**src/rtl/hb_rw_arbiter.sv**
```systemverilog
// Dual-channel (read/write) round-robin arbiter with per-channel hold watchdog.
// Optional build macro HB_ARB_CORE_PRIO_EN: master 0 wins every arbitration it requests.
module hb_rw_arbiter #(
  parameter int MASTER_NUM = 1,
  parameter int MAX_HOLD   = 64
) (
  input  logic                  clk,
  input  logic                  rst_sync,
  input  logic                  core_stall_n,
  input  logic [MASTER_NUM-1:0] read_req,
  input  logic [MASTER_NUM-1:0] write_req,
  input  logic                  read_done,
  input  logic                  write_done,
  output logic [MASTER_NUM-1:0] read_grant,
  output logic [MASTER_NUM-1:0] write_grant,
  output logic                  read_busy,
  output logic                  write_busy,
  output logic [1:0]            timeout
);

  localparam int PTR_W = (MASTER_NUM > 1) ? $clog2(MASTER_NUM) : 1;
  localparam int CNT_W = $clog2(MAX_HOLD + 1);
  localparam logic [CNT_W-1:0] HOLD_LIMIT = CNT_W'(MAX_HOLD - 1);

  typedef enum logic {IDLE, GRANT} state_t;

  for (genvar ch = 0; ch < 2; ch++) begin : g_ch
    logic [MASTER_NUM-1:0] req;
    logic                  done;
    state_t                state;
    logic [PTR_W-1:0]      ptr;
    logic [PTR_W-1:0]      next_ptr;
    logic [CNT_W-1:0]      hold_cnt;
    logic [MASTER_NUM-1:0] grant_q;
    logic [MASTER_NUM-1:0] win_onehot;
    logic                  timeout_q;
    logic                  found;
    logic                  release_now;
    int                    idx;
    int                    win;

    assign req  = (ch == 0) ? read_req  : write_req;
    assign done = (ch == 0) ? read_done : write_done;

    // Winner search starts at ptr and wraps; the owner sits last in the scan
    // because ptr already points one past it.
    always_comb begin
      found = 1'b0;
      win   = 0;
      idx   = 0;
      for (int i = 0; i < MASTER_NUM; i++) begin
        idx = int'(ptr) + i;
        if (idx >= MASTER_NUM) idx = idx - MASTER_NUM;
        if (!found && ((req & (MASTER_NUM'(1) << idx)) != '0)) begin
          found = 1'b1;
          win   = idx;
        end
      end
`ifdef HB_ARB_CORE_PRIO_EN
      if (req[0]) begin
        found = 1'b1;
        win   = 0;
      end
`endif
      win_onehot  = MASTER_NUM'(1) << win;
      next_ptr    = (win + 1 >= MASTER_NUM) ? '0 : PTR_W'(win + 1);
      release_now = done || ((req & grant_q) == '0);
    end

    // A release re-arbitrates in the same cycle so a waiting master takes
    // over without an idle bubble; the watchdog instead forces one IDLE cycle.
    always_ff @(posedge clk) begin
      if (rst_sync) begin
        state     <= IDLE;
        ptr       <= '0;
        hold_cnt  <= '0;
        grant_q   <= '0;
        timeout_q <= 1'b0;
      end else begin
        timeout_q <= 1'b0;
        if (core_stall_n) begin
          case (state)
            IDLE: begin
              if (found) begin
                state    <= GRANT;
                grant_q  <= win_onehot;
                ptr      <= next_ptr;
                hold_cnt <= '0;
              end
            end
            GRANT: begin
              if (release_now) begin
                hold_cnt <= '0;
                if (found) begin
                  grant_q <= win_onehot;
                  ptr     <= next_ptr;
                end else begin
                  state   <= IDLE;
                  grant_q <= '0;
                end
              end else if (hold_cnt == HOLD_LIMIT) begin
                state     <= IDLE;
                grant_q   <= '0;
                ptr       <= '0;
                hold_cnt  <= '0;
                timeout_q <= 1'b1;
              end else begin
                hold_cnt <= hold_cnt + 1'b1;
              end
            end
            default: begin
              state   <= IDLE;
              grant_q <= '0;
            end
          endcase
        end
      end
    end
  end

  assign read_grant  = g_ch[0].grant_q;
  assign write_grant = g_ch[1].grant_q;
  assign read_busy   = |g_ch[0].grant_q;
  assign write_busy  = |g_ch[1].grant_q;
  assign timeout     = {g_ch[1].timeout_q, g_ch[0].timeout_q};

endmodule
```
**config.mk**
```make
export PLATFORM = sky130hd
export DESIGN_NAME = hb_rw_arbiter
export DESIGN_NICKNAME = d
export VERILOG_FILES = /design/src/rtl/hb_rw_arbiter.sv
export SDC_FILE = /design/constraint.sdc
export NUM_CORES = 1
export LEC_CHECK = 0
export CELL_PAD_IN_SITES_DETAIL_PLACEMENT = 1
export CELL_PAD_IN_SITES_GLOBAL_PLACEMENT = 1
export CORE_UTILIZATION = 30
export CTS_CLUSTER_DIAMETER = 40
export CTS_CLUSTER_SIZE = 16
export DETAILED_ROUTE_END_ITERATION = 10
export PLACE_DENSITY = 0.63
export SETUP_SLACK_MARGIN = 0.1
export SLEW_MARGIN = 20
export SYNTH_ARGS = -nofsm -noshare
export SYNTH_HDL_FRONTEND = slang
export SYNTH_SLANG_ARGS = --single-unit
```
**constraint.sdc**
```tcl
create_clock -name clk -period 2.74 [get_ports clk]
set_input_delay 0.548 -clock clk [delete_from_list [all_inputs] [get_ports clk]]
set_output_delay 0.548 -clock clk [all_outputs]
set_load 0.1 [all_outputs]
```
==> results by group <==
Placed design
  – Placement Setup Slack: 0.645 ns
  – Routability cong.: 0.744
  – Area post-placement: 0.00117 mm2
  – DP Cell Count: 170
  – Detail Placement HPWL: 1.76 mm
  – IO Port Bufs: 12

Logic synthesis
  – Mux cell area share after synthesis: 0.948%
  – Cell Area, Synth: 0.00106 mm2
  – Xor/xnor share of the synthesized area: 0%
  – Synth area leader: dfxtp_1
  – Synthesized instance count: 119
  – Area share of the largest cell type after synthesis: 37.9%
  – #FFs+latches synth: 20
  – Ys async rst share: 0%
  – Syn_nets: 128
  – Syn_area_per_cell: 8.87 um2
  – Most frequent cells after synthesis: dfxtp_1 (20), nand2_1 (17), a21oi_1 (13)
  – Adder-cell share of the synthesized area: 2.37%
  – Main combinational cell family by area after synthesis: simple AND/OR/NAND/NOR gates
  – Synth Area in Compound Gates: 23.0%
  – Yosys cell types: 31
  – Synth Area in Simple Gates: 30.8%
  – EDFF count, synth: 0
  – Most frequent cell after synthesis: dfxtp_1
  – Yosys warns: 0
  – Top cells by area, synth: dfxtp_1 (38%), a21oi_1 (6.2%), nand2_1 (6.0%)
  – Dominant synthesized flop cell: dfxtp_1
  – Post-synthesis sequential area ratio: 37.9%

Power
  – Clk pwr share: 27.2%
  – Peak VDD IR: 0.000120 V
  – Gate power share: 14.8%
  – PD cells: 435 mW/mm2
  – Switching share of power: 29.1%
  – Seq pwr share: 58.0%
  – Leak: 0.000446 uW
  – Int Power: 369 uW
  – Total Power: 520 uW
  – Net load switching power: 151 uW

Floorplanning
  – IO Pins: 13
  – Die H: 61.3 um
  – Row count: 21
  – Initial core utilization: 31.4%
  – Die width: 61.3 um
  – Core Area: 0.00336 mm2
  – Area of the die: 0.00376 mm2

Worst setup path
  – Worst path bufs/invs: 1
  – Worst Setup Start Kind: input pin
  – Reg2reg start: g_ch[0].hold_cnt[0]
  – Crit path required time: 2.97 ns
  – Worst path cell trace: clkdlybuf4s50_1 > o21ai_4 > nor4_2 > o21ai_1 > a21oi_1
  – Crit Path Max Fanout: 10
  – Critical path class: in2reg
  – Worst Path Arrival: 2.02 ns
  – Reg2reg end: read_busy
  – Slowest stage delay, CP: 0.74 ns
  – Setup slack, reg-to-reg: 1.14 ns
  – Worst r2r path cells: 5
  – Delay-heaviest family, CP: buffers and inverters
  – Slowest-stage cell, CP: clkdlybuf4s50_1
  – CP endpoint kind: register

Detailed routing
  – Initial DRC count: 44
  – WL final: 2.35 mm
  – Detailed-route via count: 874
  – Routed WL per cell: 13.6 um
  – Final ANT Viol Nets: 0
  – Drt via density: 5.05
  – DRC viols: 0
  – Drt pass-1 iters: 4

Timing
  – RSZ-0062 raised after global routing: no
  – Worst Skew: 0.00918 ns
  – Hold violation total from the final report: 0
  – # setup viols final: 0
  – Final period demand of the worst path: 1.79 ns
  – Fin crit share: 65.4%
  – Final worst slack: 0.949 ns
  – Total negative setup slack: 0 ns
  – Achievable Freq: 558 MHz
  – Fin. max-slew vios: 0
  – Worst slew margin: 70.9%
  – Worst Max-Slew Pin Slew: 0.436 ns

Clock tree
  – Hold_buf cts: 0
  – CTS Buf Count: 3
  – TritonCTS clock tree: done
  – Htree depth: 1
  – Skew-Pair Late Insertion Delay: 0.30 ns
  – Clock Tree Buf Depth: 2
  – Clk slew on worst S/H paths: 0.12 ns
  – Number of setup buffers added after CTS: 0
  – Clock tree sinks: 20
  – Root Driver: clkbuf_4
  – Post-CTS sizing: 0

Job
  – Maxcap violations: 0

Worst hold path
  – Hold worst-path end: g_ch[1].hold_cnt[6]
  – Worst hold-check path type: reg2reg
  – Hold depth: 1
  – Worst hold start: g_ch[1].hold_cnt[6]

Final layout
  – Final #Nets: 138
  – Design area: 0.00120 mm2
  – Register Area: 400 um2
  – Filler cells: 419
  – Share of layout cells above drive strength 1: 17.3%
  – Fin cells: 173
  – Multi-input gate area: 603 um2
  – Diodes inserted: 0
  – P&R area growth vs syn: 13.3%

GRT
  – Vias in the first global route: 869
  – Pin count of the biggest net entering global routing: 14
  – Total GRT Usage: 13.4%
  – First-pass GRT wire length: 3.80 mm
  – Initial antenna violation count: 0
  – Gr ovfl total: 0

Status
  – Status: finished, final reports clean
-- registers in the layout (all words and copies together) (netlist names) --
signal,count
read_busy,1
g_ch.timeout_q,2
g_ch.state,2
g_ch.hold_cnt,14
write_busy,1
-- power by group through the flow --
stage	registers [uW]	clock network [uW]	logic, uW
3_3_place_gp	308	0	76.2
5_1_grt	302	159	82.1
4_1_cts	301	149	77.6
6_report	301	142	76.8
3_5_place_dp	308	0	77.5
2_1_floorplan	321	0	42.1
-- metrics by stage --
step / hold slack (ns) / util (%)
final: 0.484 / 35.6
after global routing: 0.502 / 35.6
after CTS: 0.487 / 35.6
after detailed placement: 0.469 / 34.9
after global placement: 0.461 / 34.9
after floorplan: 0.449 / -
-- cell type report --
cell class	count	area share [%]
well taps	46	4.81
multi-input cells	91	50.4
repair buffers	13	9.41
clock buffers	3	1.88
flip-flops and latches	20	33.5
-- worst max-delay path by stage --
stage	startpoint	to	slack, ns	depth (start not counted)
6_report	core_stall_n	g_ch[0].hold_cnt[5]	0.95	5
5_1_grt	core_stall_n	g_ch[0].hold_cnt[5]	0.85	5
4_1_cts	core_stall_n	g_ch[0].hold_cnt[5]	0.96	5
3_5_place_dp	core_stall_n	g_ch[0].hold_cnt[5]	0.65	5
3_3_place_gp	core_stall_n	g_ch[1].hold_cnt[5]	0.69	5
2_1_floorplan	read_busy	read_grant	0.74	1
-- cells in the final DEF (no fill, tap or decap), types with 2 or more instances in the layout --
master            n
nand3b_1          4
nand2b_1          2
ha_1              2
nand4b_4          2
a22oi_1           2
buf_4             7
clkbuf_4          3
o21ai_1           2
nand3_1           5
nor3b_1           2
o21ai_0           5
o21a_1            3
a31oi_1           3
clkdlybuf4s50_1   6
a21oi_1          13
o311ai_2          2
nor4_2            2
or2b_1            2
nor2_1           10
nand2_1          17
nor3_1            3
dfxtp_1          20
-- layer usage --
| layer | share of wire (%) | up-vias | GRT usage [%] |
|---|---|---|---|
| met4 | 0.43 | 0 | 3.81 |
| met2 | 45 | 11 | 21.9 |
| met5 | 0 | - | 0 |
| met1 | 52 | 419 | 18.2 |
| li1 | - | 442 | - |
| met3 | 3.2 | 2 | 2.52 |
-- logic make-up (layout without fill, tap and decap cells) --
family | Yosys count | in the layout
adder cells (fa/ha/maj) | 2 | 2
AND/OR/NAND/NOR | 54 | 54
multiplexers | 1 | 1
buffers and inverters | 8 | 16
AO/OA/AOI/OAI | 34 | 34
flip-flops | 20 | 20
No activity file was read; power rests on OpenSTA's default activity.
==> RTL change 1 (same flow settings) <==
The parameter `MASTER_NUM` goes from 1 to 2.
--- a/src/rtl/hb_rw_arbiter.sv
+++ b/src/rtl/hb_rw_arbiter.sv
@@ -3,3 +3,3 @@
 module hb_rw_arbiter #(
-  parameter int MASTER_NUM = 1,
+  parameter int MASTER_NUM = 2,
   parameter int MAX_HOLD   = 64
Ports: changed (resized read_grant, read_req, write_grant and write_req); port bits go from 13 to 17. The function was not compared with the original's and may differ.
==> RTL change 1 against the original RTL <==
- setup slack got worse by 0.22 ns
- critical endpoint is now g_ch[1].hold_cnt[4]
- register-to-register slack got worse by 0.09 ns
- sequential power rose by 23%
- wire length rose by 18%
- area after synthesis rose by 13%
- total power rose by 59%
- sequential cell count rose by 4
- final area rose by 20%
- critical path type unchanged
==> RTL change 1: results (changes against the original RTL) <==
* Multi-input gate area at 652 um^2 (+8.1%)
* Critical Path Max Stage Delay at 0.78 ns (+0.04 ns)
* Fill count at 470 (+12%)
* Buffers excl. clock at 17 (+4)
* Total GRT Usage at 14.4% (+0.96 points)
* Post-Synth XOR/XNOR Area at 6.58% (+6.6 points)
* GR Util met1 at 19.2% (+0.98 points)
* Met3 WL at 86 um (+16%)
* Status: completed
* Peak VDD IR at 0.000216 V (+80%)
* Vias in the first global route at 1032 (+19%)
* Sequential power share at 44.8% (-13 points)
* Drt wl/cell at 14.0 um (+2.8%)
* Power, Total at 0.824 mW (+59%)
* Final Util at 38.3% (+2.7 points)
* Logic pwr share at 16.4% (+1.6 points)
* Share of cells above drive strength 1 at 12.0% (-5.3 points)
* Compound-Gate Fraction of Synth Area at 19.0% (-4.0 points)
* Clock latency on the worst-skew pair at 0.28 ns (-0.02 ns)
* Crit Path Max Fanout at 13 (+3)
* Yosys cell types at 43 (+39%)
* Clock-cell share of area at 4.97% (+3.1 points)
* Final wirelength at 2760 um (+18%)
* FF+latch count, synth at 24 (+20%)
* Root buf cell: clkbuf_8
* Clk_skew at 0.00600 ns (-0.00318 ns)
* Metal1 wirelength at 1380 um (+14%)
* GRT met2 Usage at 21.6% (-0.24 points)
* Via/cell ratio at 5.23 (+3.6%)
* First DRT Iteration DRCs at 32 (-27%)
* Number of multi-input logic gates at 99 (+8.8%)
* # placed instances at 194 (+14%)
* Clk pin slew, worst setup/hold paths at 0.09 ns (-0.03 ns)
* Port bufs at 16 (+4)
* DP HPWL at 2060 um (+18%)
==> RTL change 1: changes by cell type after synthesis, sizes merged, moves of 5 or more <==
cell   delta
xnor2     +7
nand3     +5
inv       +6
nor3      +7
nand2     -9
a21oi     -8
==> RTL change 1: path summary, 6_finish.rpt <==
kind	startpoint	to	slack, ns	cells past startpoint
min	g_ch[0].hold_cnt[6]	g_ch[0].hold_cnt[6]	0.48	1
max reg2reg	g_ch[1].hold_cnt[0]	write_grant[1]	1.05	5
min reg2reg	g_ch[0].hold_cnt[6]	g_ch[0].hold_cnt[6]	0.48	1
max	core_stall_n	g_ch[1].hold_cnt[4]	0.73	4
==> RTL change 1: worst reg2reg max path, stage by stage, from the launching register on <==
cell and delay [ns]:
dfxtp_1 0.34, ha_1 0.23, and3_1 0.22, a2111oi_0 0.41, o21bai_1 0.23, o21bai_1 0.19
==> RTL change 2 (same flow settings) <==
Made on the original files. Make the reset (`rst_sync`) asynchronous in one clocked block.
--- a/src/rtl/hb_rw_arbiter.sv
+++ b/src/rtl/hb_rw_arbiter.sv
@@ -71,3 +71,3 @@
     // over without an idle bubble; the watchdog instead forces one IDLE cycle.
-    always_ff @(posedge clk) begin
+    always_ff @(posedge clk or posedge rst_sync) begin
       if (rst_sync) begin
Function: differs if rst_sync is asserted again (counterexample within 4 cycles, from zero or initial values and one cycle with rst_sync high); with rst_sync held inactive, the same outputs for 10 cycles.
==> RTL change 2 against the original RTL <==
- wire length is 3.1% lower
- final area is 1.7% higher
- highest routed layer unchanged
- critical path type unchanged
- sequential share of layout area is 7.7 points higher
- non-clock buffer count is 1 lower
- largest power group unchanged
- count of clock-buffer cells in the layout is 1 higher
- total power is 19% higher
- die area is 0.11% lower
- sequential cell count stayed put
- setup slack better by 0.082 ns
- area after synthesis is 0.12% lower
==> RTL change 2: results (changes against the original RTL) <==
* Post-Synth XOR/XNOR Area at 1.66% (+1.7 points)
* Total GRT Usage at 14.4% (+0.97 points)
* WP data arrival at 1.97 ns (-0.05 ns)
* Cells after Synth at 105 (-12%)
* Drt first pass iters at 4 (unchanged)
* Register area share after synthesis at 47.4% (+9.5 points)
* Switch Pwr at 0.202 mW (+34%)
* Share of cells above drive strength 1 at 19.0% (+1.6 points)
* Hold crit path type: register to register
* First DRT Iteration DRCs at 18 (-59%)
* Initial antenna violation count at 0 (unchanged)
* Placed cell area at 0.00118 mm^2 (+0.53%)
* Worst slew margin at 47.9% (-23 points)
* Peak VDD IR at 0.000181 V (+51%)
* Vias in the first global route at 822 (-5.4%)
* Clock network fraction of design power at 28.8% (+1.6 points)
* Nets at 126 (-8.7%)
* DP HPWL at 1740 um (-1.0%)
* First-pass GRT wire length at 3940 um (+3.8%)
* Via/cell ratio at 5.07 (+0.31%)
* Drt wl/cell at 14.0 um (+3.5%)
* Fill count at 407 (-2.9%)
* Synth Area in Adders at 2.37% (+0.0028 points)
* Status: completed
* Top cells by count, synth: dfrtp_1, nand2_1, nor2_1
* Synth top area cells: dfrtp_1, nand2_1, buf_4, o21ai_1, nor2_1
* Yosys cell types at 34 (+9.7%)
* TritonCTS Buffers at 3 (unchanged)
* Proportion of synthesized area in mux cells at 0% (-0.95 points)
* Clk_skew at 0.00537 ns (-0.00381 ns)
* Clk pin slew, worst setup/hold paths at 0.12 ns (about the same)
* CTS resizes at 0 (unchanged)
* Syn. warnings at 0 (unchanged)
* Synth top area share at 47.4% (+9.5 points)
* Largest regs: g_ch.hold_cnt: 14 flops, g_ch.state: 2 flops, g_ch.timeout_q: 2 flops
* Placer Congestion at 0.742 (-0.26%)
* LEAKAGE at 0.519 nW (+16%)
* Clock latency on the worst-skew pair at 0.31 ns
* Clock Path Buffers at 2 (unchanged)
* Compound-Gate Fraction of Synth Area at 19.7% (-3.3 points)
* Largest net degree at the start of global routing at 21 (+7)
* Setup WS pre-CTS at 0.685 ns (+0.0401 ns)
* Sequential power share at 51.0% (-7.0 points)
* Net Sw Frac at 32.7% (+3.6 points)
* Async set or reset register ratio after synthesis at 100% (+100 points)
* Final cell count without fillers at 162 (-6.4%)
* Crit Path Max Fanout at 11 (+1)
RTL change 2: cell types whose count changed in the layout (fill, tap and decap cells not counted), moves of 4 or more:
cell,delta
o21ai_1,+5
nand2_1,-4
a21oi_1,-12
dfrtp_1,+20
dfxtp_1,-20
nand3b_1,-4
o31ai_1,+4
RTL change 2: kinds of logic (layout without fill, tap and decap cells):
group / after synthesis / after routing
XOR/XNOR: 2 / 2
adder cells (fa/ha/maj): 2 / 2
AND/OR/NAND/NOR: 44 / 44
flip-flops: 20 / 20
AO/OA/AOI/OAI: 29 / 29
buffers and inverters: 8 / 19
RTL change 2: final timing paths:
kind / from / endpoint / slack (ns) / cells after the start
max reg2reg: g_ch[0].hold_cnt[0] / g_ch[0].state / 1.19 / 5
min: g_ch[0].hold_cnt[4] / g_ch[0].hold_cnt[4] / 0.52 / 1
min reg2reg: g_ch[0].hold_cnt[4] / g_ch[0].hold_cnt[4] / 0.52 / 1
max in group asynchronous: rst_sync / g_ch[1].hold_cnt[1] / 1.58 / 2
min in group asynchronous: rst_sync / g_ch[0].hold_cnt[3] / 0.67 / 2
max: core_stall_n / g_ch[0].hold_cnt[3] / 1.03 / 5
RTL change 2: final cells by class:
class / count / area [um^2] / share of cell area, %
Clock buffer: 4 / 36.3 / 2.98
Inverter: 3 / 11.3 / 0.926
Multi-Input combinational cell: 77 / 505 / 41.6
Sequential cell: 20 / 500 / 41.2
Tap cell: 46 / 57.6 / 4.73
Timing Repair Buffer: 12 / 105 / 8.64
RTL change 2: worst max-delay path: stages:
cell             delay [ns]
clkdlybuf4s50_1        0.70
o21a_1                 0.31
nand2_2                0.12
nor3b_1                0.19
a21o_1                 0.10
RTL change 2: metal layers:
metal	track usage, %	wire length [um]
met1	20.2	1100
met2	22.4	1080
met3	2.10	61
met4	5.84	34
met5	0	0
